### config.mk
export PLATFORM = sky130hd
export DESIGN_NAME = fmap_read_sequencer
export DESIGN_NICKNAME = d
export VERILOG_FILES = /design/src/rtl/npu_pkg.sv /design/src/rtl/pad_mask_gen.sv /design/src/rtl/fmap_read_sequencer.sv
export SDC_FILE = /design/constraint.sdc
export NUM_CORES = 1
export LEC_CHECK = 0
export BUFFER_PORTS_ARGS = -buffer_cell sky130_fd_sc_hd__buf_4
export CAP_MARGIN = 25
export CORE_MARGIN = 2
export CORE_UTILIZATION = 47
export DETAILED_ROUTE_END_ITERATION = 10
export PLACE_DENSITY = 0.77
export SKIP_CTS_REPAIR_TIMING = 1
export SLEW_MARGIN = 40
export SYNTH_ARGS = -nofsm -noshare
export SYNTH_HDL_FRONTEND = slang
export SYNTH_SLANG_ARGS = --single-unit
export TNS_END_PERCENT = 30
### constraint.sdc
create_clock -name clk -period 1.9 [get_ports clk]
set_input_delay 0.19 -clock clk [delete_from_list [all_inputs] [get_ports clk]]
set_output_delay 0.19 -clock clk [all_outputs]
set_load 0.02 [all_outputs]
### src/rtl/npu_pkg.sv
// Shared NPU definitions: sequencer state encoding, 3x3 tap indices
// and the feature-map geometry defaults used by Memory and Control.
package npu_pkg;

    typedef enum logic [1:0] {
        ST_IDLE,
        ST_RUN,
        ST_DONE
    } seq_state_t;

    localparam int TAP_TL = 8;
    localparam int TAP_T  = 7;
    localparam int TAP_TR = 6;
    localparam int TAP_L  = 5;
    localparam int TAP_C  = 4;
    localparam int TAP_R  = 3;
    localparam int TAP_BL = 2;
    localparam int TAP_B  = 1;
    localparam int TAP_BR = 0;

    localparam int FMAP_W   = 80;
    localparam int FMAP_H   = 8;
    localparam int FMAP_W_B = 7;
    localparam int FMAP_H_B = 3;
    localparam int FMAP_C   = 1;
    localparam int FMAP_C_B = 1;

endpackage

### src/rtl/pad_mask_gen.sv
// Same-padding tap mask for a 3x3 window centred at (row, col):
// a tap is enabled only when it falls inside the feature map.
module pad_mask_gen
    import npu_pkg::*;
#(
    parameter int width    = FMAP_W,
    parameter int height   = FMAP_H,
    parameter int width_b  = FMAP_W_B,
    parameter int height_b = FMAP_H_B
) (
    input  logic [height_b-1:0] row,
    input  logic [width_b-1:0]  col,
    output logic [8:0]          mask
);

    localparam logic [height_b-1:0] ROW_MAX = height_b'(height - 1);
    localparam logic [width_b-1:0]  COL_MAX = width_b'(width - 1);

    logic up, dn, lf, rt;

    assign up = (row != '0);
    assign dn = (row != ROW_MAX);
    assign lf = (col != '0);
    assign rt = (col != COL_MAX);

    always_comb begin
        mask         = '0;
        mask[TAP_TL] = up & lf;
        mask[TAP_T]  = up;
        mask[TAP_TR] = up & rt;
        mask[TAP_L]  = lf;
        mask[TAP_C]  = 1'b1;
        mask[TAP_R]  = rt;
        mask[TAP_BL] = dn & lf;
        mask[TAP_B]  = dn;
        mask[TAP_BR] = dn & rt;
    end

endmodule

### src/rtl/fmap_read_sequencer.sv
// Raster-order window issuer for the fmap/bias read path; every output
// is registered straight from the next-state counters.
module fmap_read_sequencer
    import npu_pkg::*;
#(
    parameter int width    = FMAP_W,
    parameter int height   = FMAP_H,
    parameter int width_b  = FMAP_W_B,
    parameter int height_b = FMAP_H_B,
    parameter int chans    = FMAP_C,
    parameter int chans_b  = FMAP_C_B
) (
    input  logic                clk,
    input  logic                rst_n,
    input  logic                start,
    input  logic                stall,
    output logic [height_b-1:0] row_addr,
    output logic [width_b-1:0]  col_addr,
    output logic [chans_b-1:0]  ch_addr,
    output logic [8:0]          en_read,
    output logic                en_bias,
    output logic                valid,
    output logic                last,
    output logic                busy,
    output logic                done
);

    localparam logic [height_b-1:0] ROW_MAX = height_b'(height - 1);
    localparam logic [width_b-1:0]  COL_MAX = width_b'(width - 1);
    localparam logic [chans_b-1:0]  CH_MAX  = chans_b'(chans - 1);

    seq_state_t state, state_n;

    logic [height_b-1:0] row_n;
    logic [width_b-1:0]  col_n;
    logic [chans_b-1:0]  ch_n;
    logic [8:0]          mask_n;
    logic                run_n;
    logic                valid_q;

    pad_mask_gen #(
        .width   (width),
        .height  (height),
        .width_b (width_b),
        .height_b(height_b)
    ) u_mask (
        .row (row_n),
        .col (col_n),
        .mask(mask_n)
    );

    always_comb begin
        state_n = state;
        row_n   = row_addr;
        col_n   = col_addr;
        ch_n    = ch_addr;
        unique case (state)
            ST_IDLE: begin
                if (start) begin
                    state_n = ST_RUN;
                    row_n   = '0;
                    col_n   = '0;
                    ch_n    = '0;
                end
            end
            ST_RUN: begin
                if (!stall) begin
                    if (ch_addr == CH_MAX) begin
                        ch_n = '0;
                        if (col_addr == COL_MAX) begin
                            col_n = '0;
                            if (row_addr == ROW_MAX) begin
                                row_n   = '0;
                                state_n = ST_DONE;
                            end else begin
                                row_n = row_addr + 1'b1;
                            end
                        end else begin
                            col_n = col_addr + 1'b1;
                        end
                    end else begin
                        ch_n = ch_addr + 1'b1;
                    end
                end
            end
            ST_DONE: state_n = ST_IDLE;
            default: state_n = ST_IDLE;
        endcase
    end

    assign run_n = (state_n == ST_RUN);

    always_ff @(posedge clk or negedge rst_n) begin
        if (!rst_n) begin
            state    <= ST_IDLE;
            row_addr <= '0;
            col_addr <= '0;
            ch_addr  <= '0;
            en_read  <= '0;
            en_bias  <= 1'b0;
            last     <= 1'b0;
            valid_q  <= 1'b0;
            done     <= 1'b0;
        end else begin
            state    <= state_n;
            row_addr <= row_n;
            col_addr <= col_n;
            ch_addr  <= ch_n;
            en_read  <= run_n ? mask_n : 9'h000;
            en_bias  <= run_n && (ch_n == '0);
            last     <= run_n && (row_n == ROW_MAX) &&
                        (col_n == COL_MAX) && (ch_n == CH_MAX);
            valid_q  <= run_n;
            done     <= (state_n == ST_DONE);
        end
    end

    assign valid = valid_q;
    assign busy  = valid_q;

endmodule

==> out/qor.csv <==
stage,metric,value,unit
outcome,status,"complete, but fails checks",
outcome,violations,setup timing,
worst_setup_path,crit_path_top_delay_cell,dfrtp_2,
yosys,async_flop_share,100,%
routing,drt-initial-drc-count,40,
yosys,ys.flop_type,dfrtp_1,
sta,slew_violations,0,
yosys,synth_edf_count,0,
placed_design,gp_congestion,0.881,
cells_and_area,layout_common_cells,"60 x buf_4, 19 x dfrtp_1, 9 x inv_1",
yosys,synth_top_area_cell,dfrtp_1,
placed_design,placed_area,1780,sq um
hold_path,hold_class,in -> reg,
worst_setup_path,crit_chain,or3b_4 -> o2111a_1 -> a221oi_2 -> inv_2 -> a2111oi_4 -> a31oi_2,
placed_design,preCtsSetupSlack,-0.165,ns
yosys,syn_inst,125,
pwr,power.density,1070,nW/um^2
sta,tns,-0.975,ns
sta,tightest_slew,0.388,ns
yosys,synth-simple-area-share,21.7,%
routing,wl_per_cell,16.3,microns
placed_design,io_buffers,28,
cells_and_area,final_common_cell,buf_4,
yosys,synth_top_family_by_area,simple AND/OR/NAND/NOR gates,
worst_setup_path,crit_path_max_incr_delay,0.43,ns
pwr,comb_power_share,52.7,%
die,die_w,56.4,microns
worst_setup_path,start_kind,flip-flop,
yosys,ys_seq_area_share,48.4,%
worst_setup_path,worstPathArrival,2.31,ns
yosys,synth_fa_ha_area_share,2.91,%
yosys,synth_nets,132,
die,io_pins,29,
sta,maxSlewHeadroom,73.9,%
die,dieArea,3180,sq um
yosys,synth-compound-area-share,19.9,%
cells_and_area,layout-drive-gt1-share,48.4,%
sta,hold_viol,0,
clock_network,clock_latency,0.34,ns
global_routing,grt_pass1_vias,1235,
global_routing,grt_antenna_before_repair,0,
die,fp.coreArea,2690,sq um
cells_and_area,syn2layout_area_growth,45.9,%
flow_run,maxCapViolations,0,
routing,via_per_inst,5.68,
pwr,p_seq_share,34.7,%
die,rows,19,
sta,fin_ws,-0.204,ns
clock_network,htreeDepth,1,
cells_and_area,fin_util,70.1,%
yosys,synth_top_area_share,48.4,%
die,start_util,48.1,%
yosys,synthXorXnorAreaFrac,0,%
worst_setup_path,cp_data_required_time,2.11,ns
global_routing,grt_pass1_wl,5730,microns
pwr,p_leak,0.869,nW
yosys,netlist_area,1290,sq um
sta,max_freq,0.475,GHz
routing,ant_nets,0,
die,die_h,56.4,microns
clock_network,clock_path_buffers,2,
global_routing,track_usage,23.6,%
sta,period_share,111,%
placed_design,hpwlAfterDp,2690,microns
routing,drt_pass1_iterations,4,
yosys,yosysWarnings,0,
pwr,p_sw_share,40.8,%
yosys,ys_ff_latch,25,
global_routing,grt_overflow,0,
yosys,muxShareOfSynthArea,1.74,%
clock_network,cts_tree,yes,
clock_network,cts.clk_slew.worst_paths,0.15,ns
worst_setup_path,critical_path_class,reg -> reg,
clock_network,numCtsBuffers,3,
sta,rsz0062_at_grt,yes,
cells_and_area,n_antenna_cell,0,
pwr,p_sw,0.000827,W
clock_network,clockRootBuffer,clkbuf_4,
routing,drt-total-wl,3540,microns
clock_network,cts_sinks,25,
sta,clock_skew,0.0101,ns
routing,drc,0,
yosys,syn_area_per_cell,10.3,sq um
worst_setup_path,regToRegSetupSlack,-0.20,ns
cells_and_area,nNetsFinal,194,
sta,finalSetupViolCount,8,
yosys,synthDistinctLibCells,42,
pwr,vdd_drop_max,0.879,mV
pwr,clockPowerShare,12.6,%
pwr,power.internal,0.00120,W
routing,vias,1232,
worst_setup_path,worstPathMaxFanout,3,
sta,min_period,2.10,ns
global_routing,grt_max_degree,26,
cells_and_area,design_area,1880,sq um
cells_and_area,fill_cells,222,
worst_setup_path,endpoint_kind,flip-flop,
yosys,ys_top_cells_by_area,"dfrtp_1 48%, a31oi_1 2.9%, ha_1 2.9%",
-- synth_stat cells (all sizes together) (2+ instances only) --
library cell	n
dfrtp	25
a21oi	6
nor3b	3
nor3	2
nor2b	5
nand2b	3
inv	10
mux2	2
o21bai	2
o311ai	2
o21ai	3
nand4	2
nand2	8
nor2	9
nor4b	2
o31ai	3
ha	3
a31oi	6
a211oi	2
nand3	5
or3	2
buf	4
and4	2
a31o	2
-- per-layer routing --
layer | up-vias | GRT usage [%] | part of all wire [%]
met5 | - | 0 | 0
met4 | 0 | 9.52 | 1.3
met3 | 5 | 4.15 | 2.7
met2 | 27 | 38.8 | 52
met1 | 615 | 30.7 | 44
li1 | 585 | - | -
-- path summary, 6_finish.rpt --
path | startpoint | end | cells after the start
max in group asynchronous | rst_n | col_addr[6] | 2
max reg2reg | col_addr[5] | en_read[5] | 6
min | stall | col_addr[2] | 3
max | col_addr[5] | en_read[5] | 6
min reg2reg | ch_addr | col_addr[2] | 2
min in group asynchronous | rst_n | col_addr[2] | 2
-- power by group through the flow --
| stage | Combinational, W | Clock, W | Sequential, W |
|---|---|---|---|
| floorplan | 0.000368 | 0 | 0.000852 |
| global placement | 0.000956 | 0 | 0.000704 |
| detailed placement | 0.000967 | 0 | 0.000706 |
| CTS | 0.000970 | 0.000259 | 0.000696 |
| global route | 0.00114 | 0.000280 | 0.000713 |
| finish | 0.00107 | 0.000255 | 0.000702 |
-- cells by family after synthesis --
group	Yosys count
AO/OA/AOI/OAI	33
adder cells (fa/ha/maj)	3
buffers and inverters	14
flip-flops	25
multiplexers	2
AND/OR/NAND/NOR	48
-- cell type report --
class | count | area [sq um] | area share [%]
Clock buffer | 3 | 22.5 | 1.20
Clock inverter | 1 | 7.51 | 0.398
Inverter | 10 | 37.5 | 1.99
Multi-Input combinational cell | 86 | 684 | 36.3
Sequential cell | 25 | 633 | 33.6
Tap cell | 31 | 38.8 | 2.06
Timing Repair Buffer | 61 | 460 | 24.4
-- state kept, by name, summed over array words and instances, names as in the netlist --
signal	count
row_addr	3
ch_addr	1
state	2
en_bias	1
col_addr	7
done	1
en_read	9
last	1
-- critical path, delay by kind of cell, from the launching register on --
kind / cells / cell delay [ns]
DFF: 1 / 0.43
and+or+nand+nor: 1 / 0.42
AOI/OAI and AO/OA: 4 / 1.04
buffers and inverters: 1 / 0.09
-- through the flow --
| step | hold slack, ns | cells | power [W] |
|---|---|---|---|
| finish | 0.182 | 217 | 0.00202 |
| global placement | 0.105 | 210 | 0.00166 |
| CTS | -0.266 | 214 | 0.00193 |
| floorplan | -0.106 | 125 | 0.00122 |
| global route | 0.200 | 217 | 0.00214 |
| detailed placement | 0.113 | 210 | 0.00167 |
No activity file was read; power rests on OpenSTA's default activity.
